==> src/rtl/spi_status_tx_pkg.sv <==
// Shared types and frame layout for the SPI status transmitter.
// The frame is sent MSB first as {brush, color, pad, x, y, seq}.
package spi_status_pkg;

    localparam int FRAME_BITS = 32;
    localparam int BRUSH_MSB  = 31;
    localparam int COLOR_MSB  = 30;
    localparam int X_MSB      = 25;
    localparam int Y_MSB      = 15;
    localparam int SEQ_MSB    = 5;

    typedef enum logic [1:0] {
        IDLE  = 2'd0,
        SHIFT = 2'd1,
        DONE  = 2'd2
    } tx_state_t;

    typedef struct packed {
        logic       brush;
        logic [2:0] color;
        logic [1:0] pad;
        logic [9:0] x;
        logic [9:0] y;
        logic [5:0] seq;
    } status_frame_t;

endpackage

==> src/rtl/spi_status_tx_sync_edge.sv <==
// Multi-flop synchronizer for an asynchronous pin, followed by a registered
// previous-sample compare that produces single-cycle rise/fall pulses.
module sync_edge #(
    parameter int STAGES = 2
) (
    input  logic clk,
    input  logic srst,
    input  logic din,
    output logic rise,
    output logic fall
);

    logic [STAGES-1:0] sync_reg;
    logic              prev_reg;

    // Reset to 0 so that a reset taken while cs is held low cannot fake a falling edge.
    always_ff @(posedge clk) begin
        if (srst) begin
            sync_reg[0] <= 1'b0;
        end else begin
            sync_reg[0] <= din;
        end
    end

    generate
        for (genvar gi = 1; gi < STAGES; gi++) begin : g_stage
            always_ff @(posedge clk) begin
                if (srst) begin
                    sync_reg[gi] <= 1'b0;
                end else begin
                    sync_reg[gi] <= sync_reg[gi-1];
                end
            end
        end
    endgenerate

    always_ff @(posedge clk) begin
        if (srst) begin
            prev_reg <= 1'b0;
        end else begin
            prev_reg <= sync_reg[STAGES-1];
        end
    end

    assign rise = sync_reg[STAGES-1] & ~prev_reg;
    assign fall = ~sync_reg[STAGES-1] & prev_reg;

endmodule

==> src/rtl/spi_status_tx.sv <==
// MISO-side transmitter: snapshots the status shadow register on cs fall
// and shifts it out MSB first in SPI mode 0, all on the system clock.
module spi_status_tx
    import spi_status_pkg::*;
#(
    parameter int SYNC_STAGES = 2,
    parameter int SEQ_BITS    = 6
) (
    input  logic       clk,
    input  logic       reset,
    input  logic       sck,
    input  logic       cs,
    output logic       sdo,
    input  logic       upd_valid,
    input  logic [9:0] x,
    input  logic [9:0] y,
    input  logic       brush,
    input  logic [2:0] colorCode,
    output logic       busy,
    output logic       frame_done,
    output logic       frame_abort
);

    logic sck_rise;
    logic sck_fall;
    logic cs_rise;
    logic cs_fall;

    sync_edge #(.STAGES(SYNC_STAGES)) u_sck_sync (
        .clk  (clk),
        .srst (reset),
        .din  (sck),
        .rise (sck_rise),
        .fall (sck_fall)
    );

    sync_edge #(.STAGES(SYNC_STAGES)) u_cs_sync (
        .clk  (clk),
        .srst (reset),
        .din  (cs),
        .rise (cs_rise),
        .fall (cs_fall)
    );

    tx_state_t               state_reg;
    logic [5:0]              bit_cnt_reg;
    logic [FRAME_BITS-1:0]   shift_reg;
    logic                    sdo_reg;
    logic                    busy_reg;
    logic                    done_reg;
    logic                    abort_reg;
    logic [SEQ_BITS-1:0]     seq_reg;
    status_frame_t           shadow_reg;
    status_frame_t           upd_frame;
    status_frame_t           snap_frame;

    always_comb begin
        upd_frame       = '0;
        upd_frame.brush = brush;
        upd_frame.color = colorCode;
        upd_frame.x     = x;
        upd_frame.y     = y;

        // A same-cycle update wins over the stored shadow in the snapshot.
        snap_frame      = upd_valid ? upd_frame : shadow_reg;
        snap_frame.pad  = 2'b00;
        snap_frame.seq  = (SEQ_MSB + 1)'(seq_reg);
    end

    always_ff @(posedge clk) begin
        if (reset) begin
            state_reg   <= IDLE;
            bit_cnt_reg <= '0;
            shift_reg   <= '0;
            sdo_reg     <= 1'b0;
            busy_reg    <= 1'b0;
            done_reg    <= 1'b0;
            abort_reg   <= 1'b0;
            seq_reg     <= '0;
            shadow_reg  <= '0;
        end else begin
            done_reg  <= 1'b0;
            abort_reg <= 1'b0;
            if (upd_valid) begin
                shadow_reg <= upd_frame;
            end

            case (state_reg)
                IDLE: begin
                    sdo_reg  <= 1'b0;
                    busy_reg <= 1'b0;
                    if (cs_fall) begin
                        shift_reg   <= snap_frame;
                        bit_cnt_reg <= '0;
                        sdo_reg     <= snap_frame[FRAME_BITS-1];
                        busy_reg    <= 1'b1;
                        state_reg   <= SHIFT;
                    end
                end

                SHIFT: begin
                    if (cs_rise) begin
                        state_reg <= IDLE;
                        sdo_reg   <= 1'b0;
                        busy_reg  <= 1'b0;
                        abort_reg <= 1'b1;
                    end else if (sck_rise) begin
                        bit_cnt_reg <= bit_cnt_reg + 6'd1;
                        if (bit_cnt_reg == 6'(FRAME_BITS - 1)) begin
                            state_reg <= DONE;
                            sdo_reg   <= 1'b0;
                        end
                    end else if (sck_fall) begin
                        shift_reg <= {shift_reg[FRAME_BITS-2:0], 1'b0};
                        sdo_reg   <= shift_reg[FRAME_BITS-2];
                    end
                end

                DONE: begin
                    // bit_cnt stays at 32 here; further sck edges are ignored.
                    sdo_reg <= 1'b0;
                    if (cs_rise) begin
                        state_reg <= IDLE;
                        busy_reg  <= 1'b0;
                        done_reg  <= 1'b1;
                        seq_reg   <= seq_reg + 1'b1;
                    end
                end

                default: begin
                    state_reg <= IDLE;
                    sdo_reg   <= 1'b0;
                    busy_reg  <= 1'b0;
                end
            endcase
        end
    end

    assign sdo         = sdo_reg;
    assign busy        = busy_reg;
    assign frame_done  = done_reg;
    assign frame_abort = abort_reg;

endmodule
==> config.mk <==
export PLATFORM = sky130hd
export DESIGN_NAME = spi_status_tx
export DESIGN_NICKNAME = d
export VERILOG_FILES = /design/src/rtl/spi_status_tx_pkg.sv /design/src/rtl/spi_status_tx_sync_edge.sv /design/src/rtl/spi_status_tx.sv
export SDC_FILE = /design/constraint.sdc
export NUM_CORES = 1
export LEC_CHECK = 0
export CAP_MARGIN = 25
export CORE_UTILIZATION = 53
export CTS_BUF_LIST = sky130_fd_sc_hd__clkbuf_8
export CTS_CLUSTER_DIAMETER = 80
export DETAILED_ROUTE_END_ITERATION = 8
export PLACE_DENSITY = 0.89
export SLEW_MARGIN = 0
export SYNTH_ARGS = -nofsm -noshare
export SYNTH_HDL_FRONTEND = slang
export SYNTH_HIERARCHICAL = 1
export SYNTH_SLANG_ARGS = --single-unit
==> constraint.sdc <==
create_clock -name clk -period 1.6 [get_ports clk]
set_clock_uncertainty 0.05 [all_clocks]
set_input_delay 0.32 -clock clk [delete_from_list [all_inputs] [get_ports clk]]
set_output_delay 0.32 -clock clk [all_outputs]
set_load 0.1 [all_outputs]
==> results of run 1 <==
## cell families after synthesis
family,synth area share
DFF,0.478
adders and majority gates,0.0189
and+or+nand+nor,0.200
buffers and inverters,0.0458
AOI/OAI and AO/OA,0.130
xor gates and xnor gates,0.0265
muxes,0.101
## power breakdown
group          total, W  internal, W  switching, W
registers       0.00215      0.00208     0.0000704
clock network   0.00180      0.00103      0.000773
logic           0.00166     0.000801      0.000856
## layout by cell type, fill, tap and decap left out, types with 2 or more instances in the layout
cell type / count
dfxtp_1: 74
nand2_1: 70
nor2_1: 40
mux2i_1: 32
clkdlybuf4s50_1: 27
buf_4: 27
o21ai_0: 23
a21oi_1: 16
a21oi_2: 15
clkbuf_8: 9
buf_12: 9
nand2_2: 8
buf_6: 7
a211oi_2: 6
xnor2_1: 6
nor2b_1: 6
inv_1: 5
nor2b_4: 5
dfxtp_2: 5
nor2_2: 4
nand2b_1: 4
xor2_1: 4
nand3_1: 3
bufinv_16: 3
clkbuf_16: 3
a21oi_4: 2
a211oi_1: 2
nand2_4: 2
nand3_2: 2
nand4_1: 2
ha_1: 2
ha_4: 2
## cell type report
| class | instances | area [um2] | area share |
|---|---|---|---|
| Timing Repair Buffer | 76 | 860 | 0.185 |
| Sequential cell | 79 | 1590 | 0.342 |
| Tap cell | 75 | 93.8 | 0.0202 |
| Inverter | 6 | 25.0 | 0.00539 |
| Clock inverter | 6 | 110 | 0.0237 |
| Clock buffer | 9 | 124 | 0.0267 |
| Multi-Input combinational cell | 274 | 1850 | 0.397 |
## metal layers
layer  vias to the layer above  GRT usage
met5                         -          0
met4                         0      0.130
met3                        46     0.0640
met2                       159      0.473
met1                      1493      0.314
li1                       1398          -
## worst min-delay path by stage
stage	depth (start not counted)	from	slack, ns	endpoint
after detailed placement	2	shift_reg[13]$_SDFFE_PP0P_	0.39	shift_reg[13]$_SDFFE_PP0P_
final	3	reset	0.26	state_reg[0]$_SDFFE_PP0P_
after floorplan	1	reset	0.33	u_sck_sync/prev_reg$_SDFF_PP0_
after CTS	3	reset	0.25	state_reg[0]$_SDFFE_PP0P_
after global placement	1	u_sck_sync/sync_reg[0]$_SDFF_PP0_	0.38	u_sck_sync/sync_reg[1]$_SDFF_PP0_
after global routing	3	reset	0.28	state_reg[0]$_SDFFE_PP0P_
## worst max-delay path, cell delays in order, from the launching register on
cell     delay (ns)
dfxtp_2        0.36
nor2b_4        0.15
or3b_4         0.41
a21oi_4        0.20
buf_12         0.16
buf_8          0.14
nand2_1        0.06
a21oi_1        0.20
## cells in the mapped netlist
| cell type | instances |
|---|---|
| a21oi_2 | 2 |
| nor2_1 | 45 |
| nor3b_1 | 1 |
| clkbuf_1 | 11 |
| ha_1 | 5 |
| mux2i_2 | 1 |
| a21o_1 | 1 |
| nand3_2 | 1 |
| mux2i_1 | 32 |
| a2111oi_2 | 1 |
| buf_4 | 2 |
| o21bai_1 | 1 |
| nand3_1 | 4 |
| buf_6 | 3 |
| o2111ai_1 | 1 |
| o32ai_1 | 1 |
| or3b_4 | 1 |
| a41oi_1 | 1 |
| o21ai_0 | 23 |
| nand2_1 | 80 |
| a31oi_1 | 1 |
| nor2b_1 | 11 |
| buf_1 | 1 |
| dfxtp_1 | 79 |
| nand3b_1 | 1 |
| nand2b_1 | 5 |
| inv_1 | 6 |
| nand3b_2 | 1 |
| xor2_1 | 4 |
| a21oi_1 | 30 |
| and2_1 | 1 |
| a211oi_1 | 9 |
| nand4_1 | 2 |
| xnor2_1 | 6 |
| and3_1 | 1 |
| buf_2 | 7 |
| a21oi_4 | 1 |
## through the flow
stage                     instance area, um2  utilization  TNS, ns  hold WS [ns]  total power [W]
after CTS                               4310        0.723   -0.412         0.247          0.00522
after detailed placement                3970        0.666    -4.70         0.395          0.00328
after global routing                    4650        0.780    -5.71         0.276          0.00578
after global placement                  3970        0.666    -3.39         0.375          0.00324
after floorplan                         3350            -        0         0.334          0.00289
final                                   4650        0.780    -4.15         0.256          0.00560
## what timing repair did
action,CTS,global route
hold buffers,0,0
pin swaps,2,35
setup endpoints to repair,33,42
setup buffers,1,4
gates resized for setup,13,57
cloned,1,4
==> out/results.ini, run 1 <==
[setup_path]
cp-end-kind = flip-flop
crit_type = reg -> reg
r2r.worst_path.cells = 7
cp_data_arrival_time_ns = 2.05
startpoint = u_sck_sync/prev_reg$_SDFF_PP0_
r2r_start = u_sck_sync/prev_reg$_SDFF_PP0_
r2r_slack_ns = -0.21
worst_r2r_endpoint = shift_reg[20]$_SDFFE_PP0P_
cp-start-kind = flip-flop
cp_max_fo = 8
cp.required_ns = 1.84
crit_end = shift_reg[20]$_SDFFE_PP0P_

[die]
die_h_um = 81.0
num_rows = 28
start_util = 0.555
ios = 33
die_w_um = 81.0
coreArea_mm2 = 0.00596
design.die.area_mm2 = 0.00656

[run_status]
outcome = finished, violations left
violations = negative setup slack

[global_routing]
antenna_found_initial = 0
grt_usage = 0.273
grt_pass1_wl_um = 13300
gr-total-overflow = 0
grt_max_degree = 39
grt_pass1_vias = 2761

[yosys]
synthDistinctLibCells = 37
syn-num-nets = 417
synth.largest_area_cell = dfxtp_1
syn_inst = 383
syn_avg_cell_area_um2 = 8.64
ys_warn_count = 6
ys_ff_latch = 79
synth_area_leaders = dfxtp_1 (48%), mux2i_1 (9.7%), nand2_1 (9.1%)
yosysSeqAreaShare = 0.478
yosys.area.top_type_share = 0.478
netlist_area_mm2 = 0.00331

[clock_network]
clk_transition_reported_paths_ns = 0.09
cts_buffers = 9
clk-insertion-delay-late_ns = 0.38
cts_max_level = 3
clock_path_buffers = 2
cts_tree = yes
clock-root-buffer = clkbuf_8
numClockSinks = 79

[sta]
timing.fmax_mhz = 552
max-slew-margin-rel = 0.690
setup_slack_ns = -0.210
fin_crit_ns = 1.81
worstMarginPinSlew_ns = 0.464
period_share = 1.13
grt_setup_unrepaired = yes
maxSlewViolCount = 0
finalSetupViolations = 33
hold_viol = 0

[route]
ant_nets = 0
dr_wl_met2_um = 5120
drtIter0Drc = 309
met1_length_um = 3890
routed-wl-met3_um = 600
first_pass_iters = 5
vias = 3096
drt_wl_total_um = 9970
top_layer = met4
drt-vias-per-instance = 5.90
drcViolationCount = 0
wl_per_cell_um = 19.0

[power_and_ir_drop]
ir_worst_vdd_mv = 0.919
power.leakage_nw = 1.74
power-per-cell-area_mw_per_mm2 = 1210

[placed_design]
placed_cells = 500
hpwl_um = 4590
port_buffers = 32
gp_congestion = 0.834
place_ws_ns = -0.200

[job]
max_cap_viol_count = 0

[cells_and_area]
largest_reg_flops = 31
antenna_cells = 0
n_fill_cell = 343
fin_cells = 525
drive_gt1_frac = 0.280
area_growth_syn_to_layout_pct = 40.5
fin_nets = 480

[hold_path]
hold_path_class = in -> reg

Power figures use the tool's default switching activity.
==> run 2, diff against run 1 <==
--- a/config.mk
+++ b/config.mk
@@ -6,6 +6,7 @@
 export NUM_CORES = 1
 export LEC_CHECK = 0
 export CAP_MARGIN = 25
+export CORE_ASPECT_RATIO = 0.7
 export CORE_UTILIZATION = 53
 export CTS_BUF_LIST = sky130_fd_sc_hd__clkbuf_8
 export CTS_CLUSTER_DIAMETER = 80
==> out/results.ini, run 2 (synthesized netlist as in run 1, its figures left out) <==
[job]
max_cap_viol_count = 0

[sta]
setup_slack_ns = -0.185
timing.fmax_mhz = 560
worstMarginPinSlew_ns = 0.408
finalSetupViolations = 32
fin_crit_ns = 1.78
grt_setup_unrepaired = yes
hold_viol = 0
max-slew-margin-rel = 0.728
maxSlewViolCount = 0
period_share = 1.12

[route]
wl_per_cell_um = 15.1
drtIter0Drc = 190
drt_wl_total_um = 7980
ant_nets = 0
drcViolationCount = 0
drt-vias-per-instance = 5.43
first_pass_iters = 4
vias = 2867

[clock_network]
cts_tree = yes
numClockSinks = 79
cts_max_level = 3
hold_buffers = 0
clock_path_buffers = 2
cts_buffers = 9
clock-root-buffer = clkbuf_8
clk-insertion-delay-late_ns = 0.35
clk_transition_reported_paths_ns = 0.08

[cells_and_area]
fin_area_mm2 = 0.00450
area_growth_syn_to_layout_pct = 36.1
fin_nets = 482
largest_reg_flops = 31
multi_input_area_mm2 = 0.00180
final_core_util = 0.767
layout_common_cells = nand2_1 (76), dfxtp_1 (74), nor2_1 (42)
fin_cells = 528
n_fill_cell = 382
seqCellArea_mm2 = 0.00159
final_common_cell = nand2_1
drive_gt1_frac = 0.256
antenna_cells = 0

[die]
num_rows = 23
design.die.area_mm2 = 0.00657
die_w_um = 96.4
start_util = 0.564
ios = 33
die_h_um = 68.1
coreArea_mm2 = 0.00587

[setup_path]
startpoint = u_sck_sync/prev_reg$_SDFF_PP0_
r2r_slack_ns = -0.18
cp-end-kind = flip-flop
crit_type = reg -> reg
cp_data_arrival_time_ns = 2.01
cp.required_ns = 1.83
cp_max_fo = 5
worst_r2r_endpoint = shift_reg[26]$_SDFFE_PP0P_
crit_end = shift_reg[26]$_SDFFE_PP0P_
cp-start-kind = flip-flop
r2r.worst_path.cells = 8
r2r_start = u_sck_sync/prev_reg$_SDFF_PP0_

[power_and_ir_drop]
power_frac_clock = 0.266
ir_worst_vdd_mv = 0.459
p_int_w = 0.00330
power_frac_comb = 0.287
power.leakage_nw = 1.69
p_sw_w = 0.00149
power-per-cell-area_mw_per_mm2 = 1060
swShare = 0.311
pwr-share-seq = 0.446

[hold_path]
holdPathStages = 3
hold_path_class = in -> reg

[global_routing]
grt_pass1_vias = 2684
gr-total-overflow = 0
grt_pass1_wl_um = 12200
grt_usage = 0.250
antenna_found_initial = 0
grt_max_degree = 46

[placed_design]
hpwl_um = 4420
placed_cells = 500
gp_congestion = 0.855
port_buffers = 32
place_area_mm2 = 0.00398

[run_status]
outcome = finished, violations left
violations = negative setup slack

[run 2: cell count changes in the layout (fill, tap and decap cells not counted), sizes merged]
| cell | change |
|---|---|
| buf | +6 |
| inv | +1 |
| bufbuf | -1 |
| clkbuf | -2 |
| clkinvlp | -1 |
| clkinv | +3 |
| bufinv | -3 |
[run 2: how the worst min path moves through the flow]
stage	start	endpoint	slack, ns
final	reset	state_reg[0]$_SDFFE_PP0P_	0.31
after global routing	reset	state_reg[0]$_SDFFE_PP0P_	0.30
after CTS	reset	state_reg[0]$_SDFFE_PP0P_	0.29
after detailed placement	u_cs_sync/sync_reg[0]$_SDFF_PP0_	u_cs_sync/sync_reg[1]$_SDFF_PP0_	0.38
after global placement	u_sck_sync/sync_reg[0]$_SDFF_PP0_	u_sck_sync/sync_reg[1]$_SDFF_PP0_	0.37
after floorplan	reset	u_sck_sync/prev_reg$_SDFF_PP0_	0.33
[run 2: power by group through the flow]
| stage | Sequential [W] | Combinational, W | Clock [W] |
|---|---|---|---|
| final | 0.00213 | 0.00137 | 0.00127 |
| after global routing | 0.00214 | 0.00147 | 0.00137 |
| after CTS | 0.00213 | 0.00125 | 0.00129 |
| after detailed placement | 0.00217 | 0.00106 | 0 |
| after global placement | 0.00216 | 0.00104 | 0 |
| after floorplan | 0.00217 | 0.000716 | 0 |
[run 2: cell type report]
type / instances / share of cell area
Timing Repair Buffer: 78 / 0.183
Clock buffer: 10 / 0.0306
Inverter: 6 / 0.00556
Sequential cell: 79 / 0.353
Multi-Input combinational cell: 274 / 0.400
Clock inverter: 6 / 0.00667
Tap cell: 75 / 0.0208
[run 2: layer usage]
layer  wire length, um  up-vias  GRT usage
met3               440       25     0.0767
met2              3910       95      0.435
li1                  -     1405          -
met5                 0        -          0
met4               267        0     0.0790
met1              3360     1342      0.298
[run 2: through the flow]
step | hold slack (ns) | setup TNS [ns] | worst slack, ns | total power [W]
after floorplan | 0.334 | 0 | 0.0000275 | 0.00289
after global placement | 0.369 | -2.91 | -0.158 | 0.00320
after detailed placement | 0.380 | -4.57 | -0.219 | 0.00323
after CTS | 0.285 | -1.62 | -0.0918 | 0.00467
after global routing | 0.305 | -4.94 | -0.229 | 0.00499
final | 0.307 | -2.90 | -0.185 | 0.00478
[run 2: critical path: stages (launching register included)]
cell	delay, ns
dfxtp_2	0.34
buf_4	0.12
nor2b_4	0.04
or3b_4	0.40
a21oi_4	0.22
buf_6	0.14
buf_12	0.10
nand3_2	0.10
a21oi_2	0.19
[run 2: repair_timing]
item / 4_1_cts / 5_1_grt
endpoints found under the setup margin: 32 / 39
buffers inserted: 7 / 4
gates resized for setup: 25 / 37
pin swaps: 24 / 10
cloned: 3 / 0
